[src/rtl/scan_txn_pkg.sv]
// Shared types and frame layout for the scan transaction controller.
package scan_txn_pkg;

  typedef enum logic {
    IDLE = 1'b0,
    REQ  = 1'b1
  } state_t;

  // Frame layout: {wr/status, addr[10:0], data[31:0]}
  localparam int FRAME_W = 44;
  localparam int WR_BIT  = 43;
  localparam int ADDR_HI = 42;
  localparam int ADDR_LO = 32;
  localparam int DATA_HI = 31;
  localparam int DATA_LO = 0;

  // Timeout counter width; covers TIMEOUT up to 255.
  localparam int CNT_W = 8;

  // Control register set; doubles as the observable FSM state bundle.
  typedef struct packed {
    state_t           state;
    logic             busy;
    logic             ren;
    logic             wen;
    logic             wr;
    logic [CNT_W-1:0] cnt;
  } ctrl_t;

  localparam ctrl_t CTRL_RST = '{
    state: IDLE,
    busy:  1'b0,
    ren:   1'b0,
    wen:   1'b0,
    wr:    1'b0,
    cnt:   '0
  };

endpackage

[src/rtl/scan_pin_sync.sv]
// Multi-flop synchroniser for one asynchronous scan pin. With RISE_DET set,
// the output is a registered one-cycle pulse on each synchronised rising
// edge; otherwise it is the synchronised level. SYNC_STAGES must be >= 2.
module scan_pin_sync #(
  parameter int SYNC_STAGES = 2,
  parameter bit RISE_DET    = 1'b0
) (
  input  logic clk,
  input  logic rst_n,
  input  logic pin,
  output logic q
);

  logic [SYNC_STAGES-1:0] stages;

  // Shift the raw pin through the synchroniser chain.
  always_ff @(posedge clk or negedge rst_n) begin
    if (!rst_n) begin
      stages <= '0;
    end else begin
      stages <= {stages[SYNC_STAGES-2:0], pin};
    end
  end

  if (RISE_DET) begin : g_rise
    logic prev;
    logic pulse;

    // Remember the last synchronised level and register the rise pulse.
    always_ff @(posedge clk or negedge rst_n) begin
      if (!rst_n) begin
        prev  <= 1'b0;
        pulse <= 1'b0;
      end else begin
        prev  <= stages[SYNC_STAGES-1];
        pulse <= stages[SYNC_STAGES-1] & ~prev;
      end
    end

    assign q = pulse;
  end else begin : g_level
    assign q = stages[SYNC_STAGES-1];
  end

endmodule

[src/rtl/scan_txn_ctrl.sv]
// Scan-pin transaction controller: shifts a 44-bit frame in from the host,
// issues one read or write on the scan request bus per update strobe, and
// loads read data plus a status bit back into the frame.
//
// Request handshake: scan_ren/scan_wen (exactly one) stay high, with
// scan_addr/scan_wdata stable, until the first cycle scan_ready is sampled
// high or the timeout count is reached; the request drops the following
// cycle. scan_rdata is sampled in that same final cycle.
module scan_txn_ctrl
  import scan_txn_pkg::*;
#(
  parameter int ADDR_W      = 11,
  parameter int DATA_W      = 32,
  parameter int SYNC_STAGES = 2,
  parameter int TIMEOUT     = 15
) (
  input  logic              clk,
  input  logic              rst_n,
  input  logic              scan_clk_i,
  input  logic              scan_en_i,
  input  logic              scan_in_i,
  input  logic              scan_update_i,
  output logic              scan_out_o,
  output logic              scan_ren,
  output logic              scan_wen,
  output logic [ADDR_W-1:0] scan_addr,
  output logic [DATA_W-1:0] scan_wdata,
  input  logic [DATA_W-1:0] scan_rdata,
  input  logic              scan_ready,
  output logic              busy_o
);

  localparam logic [CNT_W-1:0] TIMEOUT_C = CNT_W'(TIMEOUT);

  logic clk_rise;
  logic upd_rise;
  logic en_s;
  logic in_s;

  scan_pin_sync #(.SYNC_STAGES(SYNC_STAGES), .RISE_DET(1'b1)) u_sync_clk (
    .clk(clk), .rst_n(rst_n), .pin(scan_clk_i), .q(clk_rise)
  );
  scan_pin_sync #(.SYNC_STAGES(SYNC_STAGES), .RISE_DET(1'b1)) u_sync_upd (
    .clk(clk), .rst_n(rst_n), .pin(scan_update_i), .q(upd_rise)
  );
  scan_pin_sync #(.SYNC_STAGES(SYNC_STAGES), .RISE_DET(1'b0)) u_sync_en (
    .clk(clk), .rst_n(rst_n), .pin(scan_en_i), .q(en_s)
  );
  scan_pin_sync #(.SYNC_STAGES(SYNC_STAGES), .RISE_DET(1'b0)) u_sync_in (
    .clk(clk), .rst_n(rst_n), .pin(scan_in_i), .q(in_s)
  );

  ctrl_t              ctrl_q, ctrl_d;
  logic [FRAME_W-1:0] frame_q, frame_d;
  logic [ADDR_W-1:0]  addr_q, addr_d;
  logic [DATA_W-1:0]  wdata_q, wdata_d;
  logic [CNT_W-1:0]   cnt_inc;

  assign cnt_inc = ctrl_q.cnt + 1'b1;

  // State, frame and request registers.
  always_ff @(posedge clk or negedge rst_n) begin
    if (!rst_n) begin
      ctrl_q  <= CTRL_RST;
      frame_q <= '0;
      addr_q  <= '0;
      wdata_q <= '0;
    end else begin
      ctrl_q  <= ctrl_d;
      frame_q <= frame_d;
      addr_q  <= addr_d;
      wdata_q <= wdata_d;
    end
  end

  // Next-state logic: shift and launch in IDLE, wait for ready/timeout in REQ.
  always_comb begin
    ctrl_d  = ctrl_q;
    frame_d = frame_q;
    addr_d  = addr_q;
    wdata_d = wdata_q;
    case (ctrl_q.state)
      IDLE: begin
        if (clk_rise && en_s) begin
          frame_d = {frame_q[FRAME_W-2:0], in_s};
        end
        // Launch from the pre-shift frame even if a shift lands this cycle.
        if (upd_rise) begin
          ctrl_d.state = REQ;
          ctrl_d.busy  = 1'b1;
          ctrl_d.wr    = frame_q[WR_BIT];
          ctrl_d.ren   = ~frame_q[WR_BIT];
          ctrl_d.wen   = frame_q[WR_BIT];
          ctrl_d.cnt   = '0;
          addr_d       = frame_q[ADDR_HI:ADDR_LO];
          wdata_d      = frame_q[DATA_HI:DATA_LO];
        end
      end
      REQ: begin
        // Shift and update edges are dropped here.
        if (scan_ready || (cnt_inc == TIMEOUT_C)) begin
          ctrl_d.state    = IDLE;
          ctrl_d.busy     = 1'b0;
          ctrl_d.ren      = 1'b0;
          ctrl_d.wen      = 1'b0;
          frame_d[WR_BIT] = ~scan_ready;
          // Reads capture data even on timeout (status regs never ack).
          if (!ctrl_q.wr) begin
            frame_d[DATA_HI:DATA_LO] = scan_rdata;
          end
        end else begin
          ctrl_d.cnt = cnt_inc;
        end
      end
      default: begin
        ctrl_d.state = IDLE;
      end
    endcase
  end

  assign scan_out_o = frame_q[WR_BIT];
  assign scan_ren   = ctrl_q.ren;
  assign scan_wen   = ctrl_q.wen;
  assign busy_o     = ctrl_q.busy;
  assign scan_addr  = addr_q;
  assign scan_wdata = wdata_q;

endmodule

[config.mk]
export PLATFORM = sky130hd
export DESIGN_NAME = scan_txn_ctrl
export DESIGN_NICKNAME = d
export VERILOG_FILES = /design/src/rtl/scan_txn_pkg.sv /design/src/rtl/scan_pin_sync.sv /design/src/rtl/scan_txn_ctrl.sv
export SDC_FILE = /design/constraint.sdc
export NUM_CORES = 1
export LEC_CHECK = 0
export BUFFER_PORTS_ARGS = -buffer_cell sky130_fd_sc_hd__buf_2
export CAP_MARGIN = 25
export CORE_MARGIN = 1
export CORE_UTILIZATION = 35
export DETAILED_ROUTE_END_ITERATION = 16
export GPL_ROUTABILITY_DRIVEN = 0
export PLACE_DENSITY = 0.62
export SYNTH_ARGS = -nofsm -noshare
export SYNTH_HDL_FRONTEND = slang
export SYNTH_SLANG_ARGS = --single-unit
[constraint.sdc]
create_clock -name clk -period 2.2 [get_ports clk]
set_input_delay 0.44 -clock clk [delete_from_list [all_inputs] [get_ports clk]]
set_output_delay 0.44 -clock clk [all_outputs]
set_load 0.03 [all_outputs]
==> results.md <==
- Core ar.: around 0.013 mm^2
- Drt via density: between 4 and 5
- Worst Setup Start Kind: register
- Yosys warnings: 0
- DR pass1 iterations: 5
- Placed Instances: slightly below 700
- Clock slew at reported path FFs: approximately 80 ps
- Die Area: roughly 0.013 mm^2
- Root buf cell: clkbuf_16
- Initial antenna violation count: 0
- Clock Path Buffers: 2
- DRC: 0
- Period utilisation layout: a little over nine tenths
- Final Max Slew Viols: 0
- Syn_nets: between 400 and 500
- Crit path cell chain: buf_4 > inv_1 > ha_1 > nand3b_1 > nor4_4 > a21oi_4 > buf_6 > a221o_1
- Crit. End Element: register
- Worst-margin pin slew: ~550 ps
- Chip Height: 116 um
- Max_slew headroom: a little under two thirds
- H-tree Lvls: 3
- CP arrival: 2310 ps
- Netlist cell types: 40
- Vias: 3539
- Vias in the first global route: 3437
- Filler instances: between 1000 and 1500
- Worst skew pair latency: approximately 340 ps
- Required time worst endpoint: approximately 2400 ps
- Top delay family on crit path: simple AND/OR/NAND/NOR gates
- Setup CP Type: register to register
- Final WL: roughly 10 mm
- Ys async rst share: 100%
- Hold_ws: 60.1 ps
- Synth area leaders: dfrtp_1 (62%), nand2_1 (11%), a22oi_1 (5.3%)
- Largest net degree at the start of global routing: 39
- Number of nets in the layout: 574
- Unrepaired setup endpoints after global routing: false
- Synthesized instance count: about 440
- Placed Instance Area: around 0.0052 mm^2
- Final setup fails: 0
- # rows: 41
- Fmax: about 480 MHz
- Initial DRC count: 254
- Peak supply drop: ~0.5 mV
- First-pass GRT wire length: 17.0 mm
- Worst path max stage delay: 430 ps
- Cell area after layout: 0.00560 mm^2
- EDFF count, synth: 0
- Post-DRT Antenna Nets: 0
- Worst clock skew: ~8.2 ps
- Die Span X: 116 um
- Sequential Area: ~0.0028 mm^2
- CTS tree: yes
- Top cell type's share of synthesized area: between 60% and 70%
- Status: complete, no violations
- Crit Path Max Fanout: 10
- Area occupied by multi-input gates: 0.00166 mm^2
- CP bufs+invs: 3
- Lkg Pwr: roughly 2.8 nW
- CTS buffer count: 9
- Leading area contributor after synthesis: dfrtp_1
- GRT Overall Usage: between 15 and 20%
- Aggregate global routing overflow: 0
- Initial Util: between 30% and 40%
- Seq/Total Area, Yosys: 61.7%
- Most common cell in the netlist: nand2_1
- Fin cells: slightly above 700
- Clock Sinks: roughly 110
- Synth cell count leaders: nand2_1 (137), dfrtp_1 (112), o21ai_0 (40)
- Average size of a mapped cell: between 10 and 15 um^2
- Ys flop type: dfrtp_1
- Cts hold-fix bufs: 0
- Ports: 86
- Fin crit period: ~2100 ps
- DPL Wire Length: between 6 and 7 mm
- Slowest CP cell: dfrtp_1
- Ant. Diodes: 0
- Layout cells sized above 1: 27.1%
- Hold Crit Class: primary input to async pin
- Number of synthesized register bits: 112
- Input/output buffers: 85
- WL/cell: approximately 15 um
- Synthesis-to-layout area growth: 23.2%
- Max Cap Viol: 0
- Power Density: between 900 and 1000 mW/mm^2
- Final hold vios: 0
- Synthesized area: between 0.004 and 0.005 mm^2
==> final timing paths <==
kind	start	to	slack [ps]	depth (start not counted)
worst max register to register	ctrl_q[0]$_DFFE_PN0P_	ctrl_q[3]$_DFFE_PN0P_	120	8
max in group asynchronous	rst_n	frame_q[13]$_DFFE_PN0P_	1510	2
worst max-delay path	ctrl_q[0]$_DFFE_PN0P_	ctrl_q[3]$_DFFE_PN0P_	120	8
worst min register to register	u_sync_clk.stages[0]$_DFF_PN0_	u_sync_clk.stages[1]$_DFF_PN0_	350	0
worst min-delay path	rst_n	scan_wdata[6]$_DFFE_PN0P_	60	1
min in group clk	scan_in_i	u_sync_in.stages[0]$_DFF_PN0_	200	1
==> what timing repair did <==
| action | CTS | global route |
|---|---|---|
| setup endpoints to repair | 5 | 38 |
| pin swaps | 1 | 3 |
| setup buffers | 0 | 2 |
| cloned | 0 | 2 |
| gates resized for setup | 1 | 11 |
==> per-stage QoR <==
stage / setup WS, ps / total power [mW] / utilization, % / setup TNS [ps]
after detailed placement: 1.99 / 3.98 / 41.5 / 0
after CTS: -16.9 / 5.59 / 43.9 / -16.9
after global placement: 116 / 3.95 / 41.5 / 0
after floorplan: 308 / 3.52 / - / 0
final: 116 / 5.58 / 44.4 / 0
after global routing: 7.52 / 5.90 / 44.4 / 0
==> registers in the layout, indices dropped and copies added, names as in the netlist, 2 cells and up <==
name and cells:
frame_q 44, scan_wdata 32, scan_addr 11, ctrl_q 10
u_sync_clk.stages 2, u_sync_en.stages 2, u_sync_in.stages 2, u_sync_upd.stages 2
==> logic make-up after synthesis <==
family | share of synthesized area, %
xor gates and xnor gates | 0.771
muxes | 3.41
and+or+nand+nor | 15.3
adders and majority gates | 0.550
buffers and inverters | 3.25
AOI/OAI and AO/OA | 15.0
DFF | 61.7
==> placed cells by master (no fill, tap or decap), types with 3 or more instances in the layout <==
cell type   count
a22oi_1        32
buf_12          3
buf_2          84
buf_4          17
clkbuf_16       9
clkinvlp_4      3
dfrtp_1       111
inv_1           3
mux2_2         12
nand2_1       137
nand3_1         3
nor2_1          5
nor2b_1         3
o21ai_0        38
o21ai_1        31
or2_4           3
xor2_1          3
==> worst register-to-register path, cell delays in order, from the launching register on <==
cell      delay [ps]
dfrtp_1          430
buf_4            170
inv_1             50
ha_1             140
nand3b_1         110
nor4_4           400
a21oi_4          160
buf_6            170
a221o_1          330
==> per-layer routing <==
layer | routed length, um | track usage, %
met3 | 634 | 4.65
met2 | 4650 | 25.4
met5 | 0 | 0
met4 | 123 | 4.87
met1 | 5040 | 22.2
==> area by class of cell <==
class / instances / share of cell area (%)
flip-flops and latches: 112 / 50.1
clock buffers: 10 / 4.27
clock inverters: 6 / 0.916
multi-input cells: 302 / 29.6
well taps: 172 / 3.84
repair buffers: 105 / 11.1
inverters: 3 / 0.201
==> power by group <==
group	internal (mW)	switching, mW
combinational	0.438	0.867
clock	0.815	0.773
sequential	2.43	0.259
No activity file was read; power rests on OpenSTA's default activity.
